File: config.mk
export PLATFORM = sky130hd
export DESIGN_NAME = merge_ctrl_flat
export DESIGN_NICKNAME = d
export VERILOG_FILES = /design/src/rtl/board_pkg.sv /design/src/rtl/merge_ctrl_if.sv /design/src/rtl/mod10_add.sv /design/src/rtl/merge_ctrl.sv /design/src/flat_wrapper.sv
export SDC_FILE = /design/constraint.sdc
export NUM_CORES = 1
export LEC_CHECK = 0
export CAP_MARGIN = 10
export CORE_ASPECT_RATIO = 1.1
export CORE_MARGIN = 10
export CORE_UTILIZATION = 48
export CTS_BUF_LIST = sky130_fd_sc_hd__clkbuf_4
export DETAILED_ROUTE_END_ITERATION = 12
export HOLD_SLACK_MARGIN = 0.1
export MAX_ROUTING_LAYER = met4
export PLACE_DENSITY_LB_ADDON = 0.25
export SYNTH_ARGS = -nofsm -noshare
export SYNTH_HDL_FRONTEND = slang
export SYNTH_SLANG_ARGS = --single-unit
File: constraint.sdc
create_clock -name clk -period 4.7 [get_ports clk]
set_input_delay 0.47 -clock clk [delete_from_list [all_inputs] [get_ports clk]]
set_output_delay 0.47 -clock clk [all_outputs]
set_load 0.02 [all_outputs]
File: src/rtl/board_pkg.sv
// Shared constants, FSM encoding and small helpers for the two-row digit board.
package board_pkg;

  localparam int NUM_CELLS = 10;
  localparam int ROW_LEN = 5;
  localparam int CELL_W = 4;
  localparam logic [3:0] NO_SEL = 4'hF;

  typedef enum logic [1:0] {
    IDLE,
    ARMED,
    RD,
    WB
  } state_t;

  // 0 columns makes no sense on the board, so it behaves as 1; anything past a full row as 5.
  function automatic logic [2:0] clamp_num(input logic [2:0] raw);
    if (raw == 3'd0) return 3'd1;
    if (raw > 3'(ROW_LEN)) return 3'(ROW_LEN);
    return raw;
  endfunction

  function automatic logic [2:0] cell_col(input logic [3:0] idx);
    logic [3:0] col;
    col = (idx >= 4'(ROW_LEN)) ? idx - 4'(ROW_LEN) : idx;
    return col[2:0];
  endfunction

endpackage

File: src/rtl/merge_ctrl_if.sv
// Pulse inputs and board/selection status between the button front end and the board display.
interface merge_ctrl_if;
  import board_pkg::*;

  logic                          load_valid;
  logic [NUM_CELLS*CELL_W-1:0]   load_data;
  logic [2:0]                    num;
  logic [3:0]                    dir;
  logic                          btn_ok;
  logic [NUM_CELLS*CELL_W-1:0]   board;
  logic [3:0]                    cursor;
  logic [3:0]                    sel_idx;
  logic                          sel_valid;
  logic                          busy;
  logic                          done;
  logic [7:0]                    merge_count;

  modport master (
    output load_valid, load_data, num, dir, btn_ok,
    input  board, cursor, sel_idx, sel_valid, busy, done, merge_count
  );

  modport slave (
    input  load_valid, load_data, num, dir, btn_ok,
    output board, cursor, sel_idx, sel_valid, busy, done, merge_count
  );

endinterface

File: src/rtl/mod10_add.sv
// Combinational modular adder shared by every merge; the 5-bit sum covers 15+15.
module mod10_add
  import board_pkg::*;
#(
  parameter int MODULUS = 10
) (
  input  logic [CELL_W-1:0] a,
  input  logic [CELL_W-1:0] b,
  output logic [CELL_W-1:0] y
);

  logic [CELL_W:0] sum;

  assign sum = {1'b0, a} + {1'b0, b};
  assign y   = CELL_W'(sum % (CELL_W + 1)'(MODULUS));

endmodule

File: src/rtl/merge_ctrl.sv
// Board/cursor/selection sequencer: pick two cells, merge the second into the first
// through the shared adder in an RD/WB sequence with busy/done handshake.
module merge_ctrl
  import board_pkg::state_t, board_pkg::IDLE, board_pkg::ARMED, board_pkg::RD, board_pkg::WB,
         board_pkg::NO_SEL, board_pkg::NUM_CELLS, board_pkg::clamp_num, board_pkg::cell_col;
#(
  parameter int CELL_W  = 4,
  parameter int ROW_LEN = 5,
  parameter int MODULUS = 10
) (
  input logic         clk,
  input logic         rst,
  merge_ctrl_if.slave bus
);

  state_t                           state_reg, state_next;
  logic [NUM_CELLS-1:0][CELL_W-1:0] board_reg, board_next;
  logic [3:0]                       cursor_reg, cursor_next;
  logic [3:0]                       sel_reg, sel_next;
  logic [CELL_W-1:0]                op_a_reg, op_a_next;
  logic [CELL_W-1:0]                op_b_reg, op_b_next;
  logic [7:0]                       count_reg, count_next;
  logic                             done_reg, done_next;
  logic [CELL_W-1:0]                sum;
  logic [2:0]                       n;
  logic                             out_of_range;

  // Up/down toggle the row; left/right walk the valid cells as one linear ring of 2n.
  function automatic logic [3:0] cursor_step(input logic [3:0] cur, input logic [3:0] d,
                                             input logic [2:0] cols);
    logic       row;
    logic [3:0] col, pos, total, nxt;
    row   = cur >= 4'(ROW_LEN);
    col   = row ? cur - 4'(ROW_LEN) : cur;
    pos   = row ? col + {1'b0, cols} : col;
    total = {cols, 1'b0};
    if (d[0] || d[1]) return row ? col : col + 4'(ROW_LEN);
    if (d[2]) nxt = (pos == 4'd0) ? total - 4'd1 : pos - 4'd1;
    else      nxt = (pos == total - 4'd1) ? 4'd0 : pos + 4'd1;
    return (nxt >= {1'b0, cols}) ? nxt - {1'b0, cols} + 4'(ROW_LEN) : nxt;
  endfunction

  mod10_add #(.MODULUS(MODULUS)) u_add (
    .a(op_a_reg),
    .b(op_b_reg),
    .y(sum)
  );

  assign n = clamp_num(bus.num);
  assign out_of_range = (cell_col(cursor_reg) >= n) ||
                        ((sel_reg != NO_SEL) && (cell_col(sel_reg) >= n));

  always_comb begin
    state_next  = state_reg;
    board_next  = board_reg;
    cursor_next = cursor_reg;
    sel_next    = sel_reg;
    op_a_next   = op_a_reg;
    op_b_next   = op_b_reg;
    count_next  = count_reg;
    done_next   = 1'b0;
    if (bus.load_valid) begin
      board_next  = bus.load_data;
      cursor_next = 4'd0;
      sel_next    = NO_SEL;
      state_next  = IDLE;
    end else begin
      case (state_reg)
        IDLE, ARMED: begin
          // A shrunken row invalidates the cursor or pick before any new input is honoured.
          if (out_of_range) begin
            cursor_next = 4'd0;
            sel_next    = NO_SEL;
            state_next  = IDLE;
          end else if (bus.btn_ok) begin
            if (state_reg == IDLE) begin
              sel_next   = cursor_reg;
              state_next = ARMED;
            end else if (cursor_reg == sel_reg) begin
              sel_next   = NO_SEL;
              state_next = IDLE;
            end else begin
              op_a_next  = board_reg[sel_reg];
              op_b_next  = board_reg[cursor_reg];
              state_next = RD;
            end
          end else if (|bus.dir) begin
            cursor_next = cursor_step(cursor_reg, bus.dir, n);
          end
        end
        RD: state_next = WB;
        WB: begin
          board_next[sel_reg] = sum;
          done_next           = 1'b1;
          if (count_reg != 8'hFF) count_next = count_reg + 8'd1;
          sel_next            = NO_SEL;
          state_next          = IDLE;
        end
        default: state_next = IDLE;
      endcase
    end
  end

  always_ff @(posedge clk or posedge rst) begin
    if (rst) begin
      state_reg  <= IDLE;
      board_reg  <= '0;
      cursor_reg <= 4'd0;
      sel_reg    <= NO_SEL;
      op_a_reg   <= '0;
      op_b_reg   <= '0;
      count_reg  <= 8'd0;
      done_reg   <= 1'b0;
    end else begin
      state_reg  <= state_next;
      board_reg  <= board_next;
      cursor_reg <= cursor_next;
      sel_reg    <= sel_next;
      op_a_reg   <= op_a_next;
      op_b_reg   <= op_b_next;
      count_reg  <= count_next;
      done_reg   <= done_next;
    end
  end

  assign bus.board       = board_reg;
  assign bus.cursor      = cursor_reg;
  assign bus.sel_idx     = sel_reg;
  assign bus.sel_valid   = (sel_reg != NO_SEL);
  assign bus.busy        = (state_reg == RD) || (state_reg == WB);
  assign bus.done        = done_reg;
  assign bus.merge_count = count_reg;

endmodule

File: src/flat_wrapper.sv
// flat-port wrapper written by rule: the top's interface ports become plain ports
module merge_ctrl_flat import board_pkg::state_t, board_pkg::IDLE, board_pkg::ARMED, board_pkg::RD, board_pkg::WB,
         board_pkg::NO_SEL, board_pkg::NUM_CELLS, board_pkg::clamp_num, board_pkg::cell_col;
#(
  parameter int CELL_W  = 4,
  parameter int ROW_LEN = 5,
  parameter int MODULUS = 10
)
  (clk, rst, bus_load_valid, bus_load_data, bus_num, bus_dir, bus_btn_ok, bus_board, bus_cursor, bus_sel_idx, bus_sel_valid, bus_busy, bus_done, bus_merge_count);
  merge_ctrl_if bus_i ();
  input logic clk;
  input logic rst;
  input wire logic [$bits(bus_i.load_valid)-1:0] bus_load_valid;
  input wire logic [$bits(bus_i.load_data)-1:0] bus_load_data;
  input wire logic [$bits(bus_i.num)-1:0] bus_num;
  input wire logic [$bits(bus_i.dir)-1:0] bus_dir;
  input wire logic [$bits(bus_i.btn_ok)-1:0] bus_btn_ok;
  output wire logic [$bits(bus_i.board)-1:0] bus_board;
  output wire logic [$bits(bus_i.cursor)-1:0] bus_cursor;
  output wire logic [$bits(bus_i.sel_idx)-1:0] bus_sel_idx;
  output wire logic [$bits(bus_i.sel_valid)-1:0] bus_sel_valid;
  output wire logic [$bits(bus_i.busy)-1:0] bus_busy;
  output wire logic [$bits(bus_i.done)-1:0] bus_done;
  output wire logic [$bits(bus_i.merge_count)-1:0] bus_merge_count;
  assign bus_i.load_valid = bus_load_valid;
  assign bus_i.load_data = bus_load_data;
  assign bus_i.num = bus_num;
  assign bus_i.dir = bus_dir;
  assign bus_i.btn_ok = bus_btn_ok;
  assign bus_board = bus_i.board;
  assign bus_cursor = bus_i.cursor;
  assign bus_sel_idx = bus_i.sel_idx;
  assign bus_sel_valid = bus_i.sel_valid;
  assign bus_busy = bus_i.busy;
  assign bus_done = bus_i.done;
  assign bus_merge_count = bus_i.merge_count;
  merge_ctrl #(.CELL_W(CELL_W), .ROW_LEN(ROW_LEN), .MODULUS(MODULUS)) u_core (.clk(clk), .rst(rst), .bus(bus_i));
endmodule
==> metrics.md <==
| Metric | Value |
|---|---|
| Slew HR | 46.0% |
| Hold Buf Count CTS | 0 |
| CP peak stage delay | around 0.46 ns |
| Final Wtd Congestion | around 0.91 |
| Number of synthesized register bits | 67 |
| Max Root-Sink Buffers | 2 |
| Setup ws final | ~0.16 ns |
| Switch Pwr | 2.18 mW |
| Most used DFF post-synth | dfrtp_1 |
| Worst-margin pin slew | between 0.8 and 0.9 ns |
| DRT Pass-1 Iters | 5 |
| Post-route ant nets | 0 |
| TritonCTS clock tree | yes |
| Area delta synth->final | 30.1% |
| Die W | between 100 and 150 µm |
| Status | complete, no violations |
| Top cell type by total area after synthesis | dfrtp_1 |
| Synth Instances | about 560 |
| Starting Density | 49.4% |
| Clock power share | just under 10% |
| Crit path arrival time | 4.90 ns |
| Pwr Total | 4.41 mW |
| Top post-synthesis cells by area | dfrtp_1, mux2i_1, ha_1, mux4_2, o21ai_0 |
| Hpwl dp | 12.0 mm |
| Tcrit/Tclk final | 96.6% |
| Post-DP Area | 6480 µm² |
| Worst clock skew | 0.0173 ns |
| Critical Path Start Type | register |
| Filler cells | slightly above 900 |
| Sequential-to-total area share from yosys stat | roughly a third |
| Htree depth | 3 |
| Syn nets | 645 |
| First-pass GRT wire length | 25.6 mm |
| Die Footprint | ~15,000 µm² |
| Routed WL | 15.9 mm |
| Gate power share | 70.5% |
| Clock Tree Root | clkbuf_4 |
| Setup total negative slack | 0 ns |
| Routed wire per std cell | 19.5 µm |
| Die Span Y | 129 µm |
| Critical path peak fanout | 6 |
| Grt total ovfl | 0 |
| Core area | 10,500 µm² |
| Cell Area, Synth | 5180 µm² |
| Crit-path cells | ha_1 > nand2b_4 > a211oi_4 > nor2_1 > ha_1 > nor2b_2 > o21a_1 > o32ai_4 > xor2_1 > nor3_2 > o311ai_2 > a22o_1 > ha_1 > inv_1 > ha_1 > inv_1 > fa_2 > xnor2_2 > nand2_1 > mux2_2 > o21ai_1 |
| Clock transition at path regs | between 0.1 and 0.15 ns |
| # rows | 39 |
| Sink Count | 67 |
| Final hold violation count | 0 |
| # nets final | roughly 760 |
| EDFF count, synth | 0 |
| Ys async rst share | 100% |
| Achievable Freq | 0.220 GHz |
| Switching Share | 49.5% |
| # Max-Cap Violations | 0 |
| Most frequent cell after synthesis | nand2_1 |
| Hold WC Path Type | in2async |
| Max reg flops | 40 |
| Routed vias/inst | 5.83 |
| Min Tclk post-route | 4.54 ns |
| Final setup violation count | 0 |
| Clock Latency Late Sink | 0.44 ns |
| Cell Int Power | about 2.2 mW |
| Layout cell share with drive strength beyond 1 | between 10% and 20% |
| Initial antenna violation count | 0 |
| Cell mode on critical path | ha_1 |
| Cell area after layout | 6740 µm² |
| # IOs | 110 |
| PD cells | between 600 and 700 nW/µm² |
| Diodes inserted | 0 |
| Vias in the first global route | between 4,000 and 5,000 |
| Warning count from the yosys run | 0 |
| Leak Pwr | 2.90 nW |
| Port Buf Inserts | roughly 110 |
| Vias post-DR | roughly 4,800 |
| Peak supply drop | 648 µV |
| Pre-CTS worst setup slack | -0.104 ns |
| Most frequent cells after synthesis | nand2_1, dfrtp_1, o21ai_0 |
| WS Path Type | reg2reg |
| Crit path capture type | register |
| Slew Viols, Final | 0 |
| Largest net degree at the start of global routing | between 50 and 60 |
| Final Util | 64.2% |
| Yosys top cell area share | 30.4% |
| Avg Cell Area, Syn | 9.26 µm² |
| DRC Markers | 0 |
| Iter 0 DRT Violations | 430 |
| Slowest cell on crit path | dfrtp_2 |
| Post-synthesis cell type count | 62 |
| CTS buffer count | 9 |
| Sequential share of power | 19.6% |
| Worst path required time | 5.06 ns |
| Tot GR Track Use | 21.1% |
power groups by stage:
stage / logic, mW / registers (mW) / clock network (mW)
after floorplan: 1.99 / 0.854 / 0
after CTS: 2.94 / 0.869 / 0.439
final: 3.11 / 0.863 / 0.438
after global placement: 2.86 / 0.874 / 0
after global routing: 3.41 / 0.882 / 0.465
after detailed placement: 2.93 / 0.880 / 0
metal layers:
layer	vias up	GRT usage [%]	wire (µm)
li1	2227	-	-
met1	2336	26.3	7010
met2	183	33.6	7730
met3	21	4.64	922
met4	0	6.18	229
met5	-	-	0
repair_timing:
item,CTS,global route
setup buffers,0,5
endpoints found under the setup margin,0,4
gates resized for setup,0,13
cells by family after synthesis:
family | after synthesis | share of synthesized area [%]
adders and majority gates | 35 | 8.75
DFF | 67 | 32.5
and+or+nand+nor | 155 | 14.1
AOI/OAI and AO/OA | 142 | 17.7
muxes | 65 | 16.8
buffers and inverters | 67 | 5.36
xor gates and xnor gates | 28 | 4.74
cells in the final DEF, fill, tap and decap left out, drive strengths merged, types with 7 or more instances in the layout:
cell type,n
clkbuf,10
o221ai,8
buf,26
ha,33
a21oi,26
mux2i,43
o21ai,61
nand2b,12
nor3,8
clkdlybuf4s50,108
nand2,68
mux4,16
a21o,8
xnor2,20
xor2,8
o21a,9
nand3,7
dfrtp,63
nor2,30
inv,32
critical path: cells and delay by family (launching register included):
kind | cells | cell delay, ns
AO/OA/AOI/OAI | 6 | 1.38
adder cells (fa/ha/maj) | 5 | 1.37
AND/OR/NAND/NOR | 5 | 0.57
flip-flops | 1 | 0.46
XOR/XNOR | 2 | 0.29
multiplexers | 1 | 0.26
buffers and inverters | 2 | 0.12
per-stage QoR:
stage          std cells  hold slack (ns)
2_1_floorplan        559            0.468
3_3_place_gp         796            0.476
3_5_place_dp         796            0.487
4_1_cts              812            0.498
5_1_grt              817            0.533
6_report             817            0.472
cell type report:
cell class,count,area [µm²],area share (%)
Multi-Input combinational cell,425,3320,49.3
Sequential cell,67,1680,25.0
Timing Repair Buffer,134,1270,18.9
Tap cell,143,179,2.66
Inverter,32,120,1.78
Clock inverter,6,80.1,1.19
Clock buffer,10,75.1,1.11
final timing paths:
check                           slack, ns  cells past startpoint               endpoint                 start
worst min register to register       0.51                      1     u_core.op_b_reg[2]    u_core.op_b_reg[2]
worst max-delay path                 0.16                     21   u_core.bus.cursor[3]  u_core.bus.cursor[0]
worst max register to register       0.16                     21   u_core.bus.cursor[3]  u_core.bus.cursor[0]
worst min-delay path                 0.47                      2    u_core.state_reg[0]                   rst
min in group clk                     0.51                      1     u_core.op_b_reg[2]    u_core.op_b_reg[2]
max in group asynchronous            3.27                      3  u_core.bus.sel_idx[3]                   rst
Power figures use the tool's default switching activity.
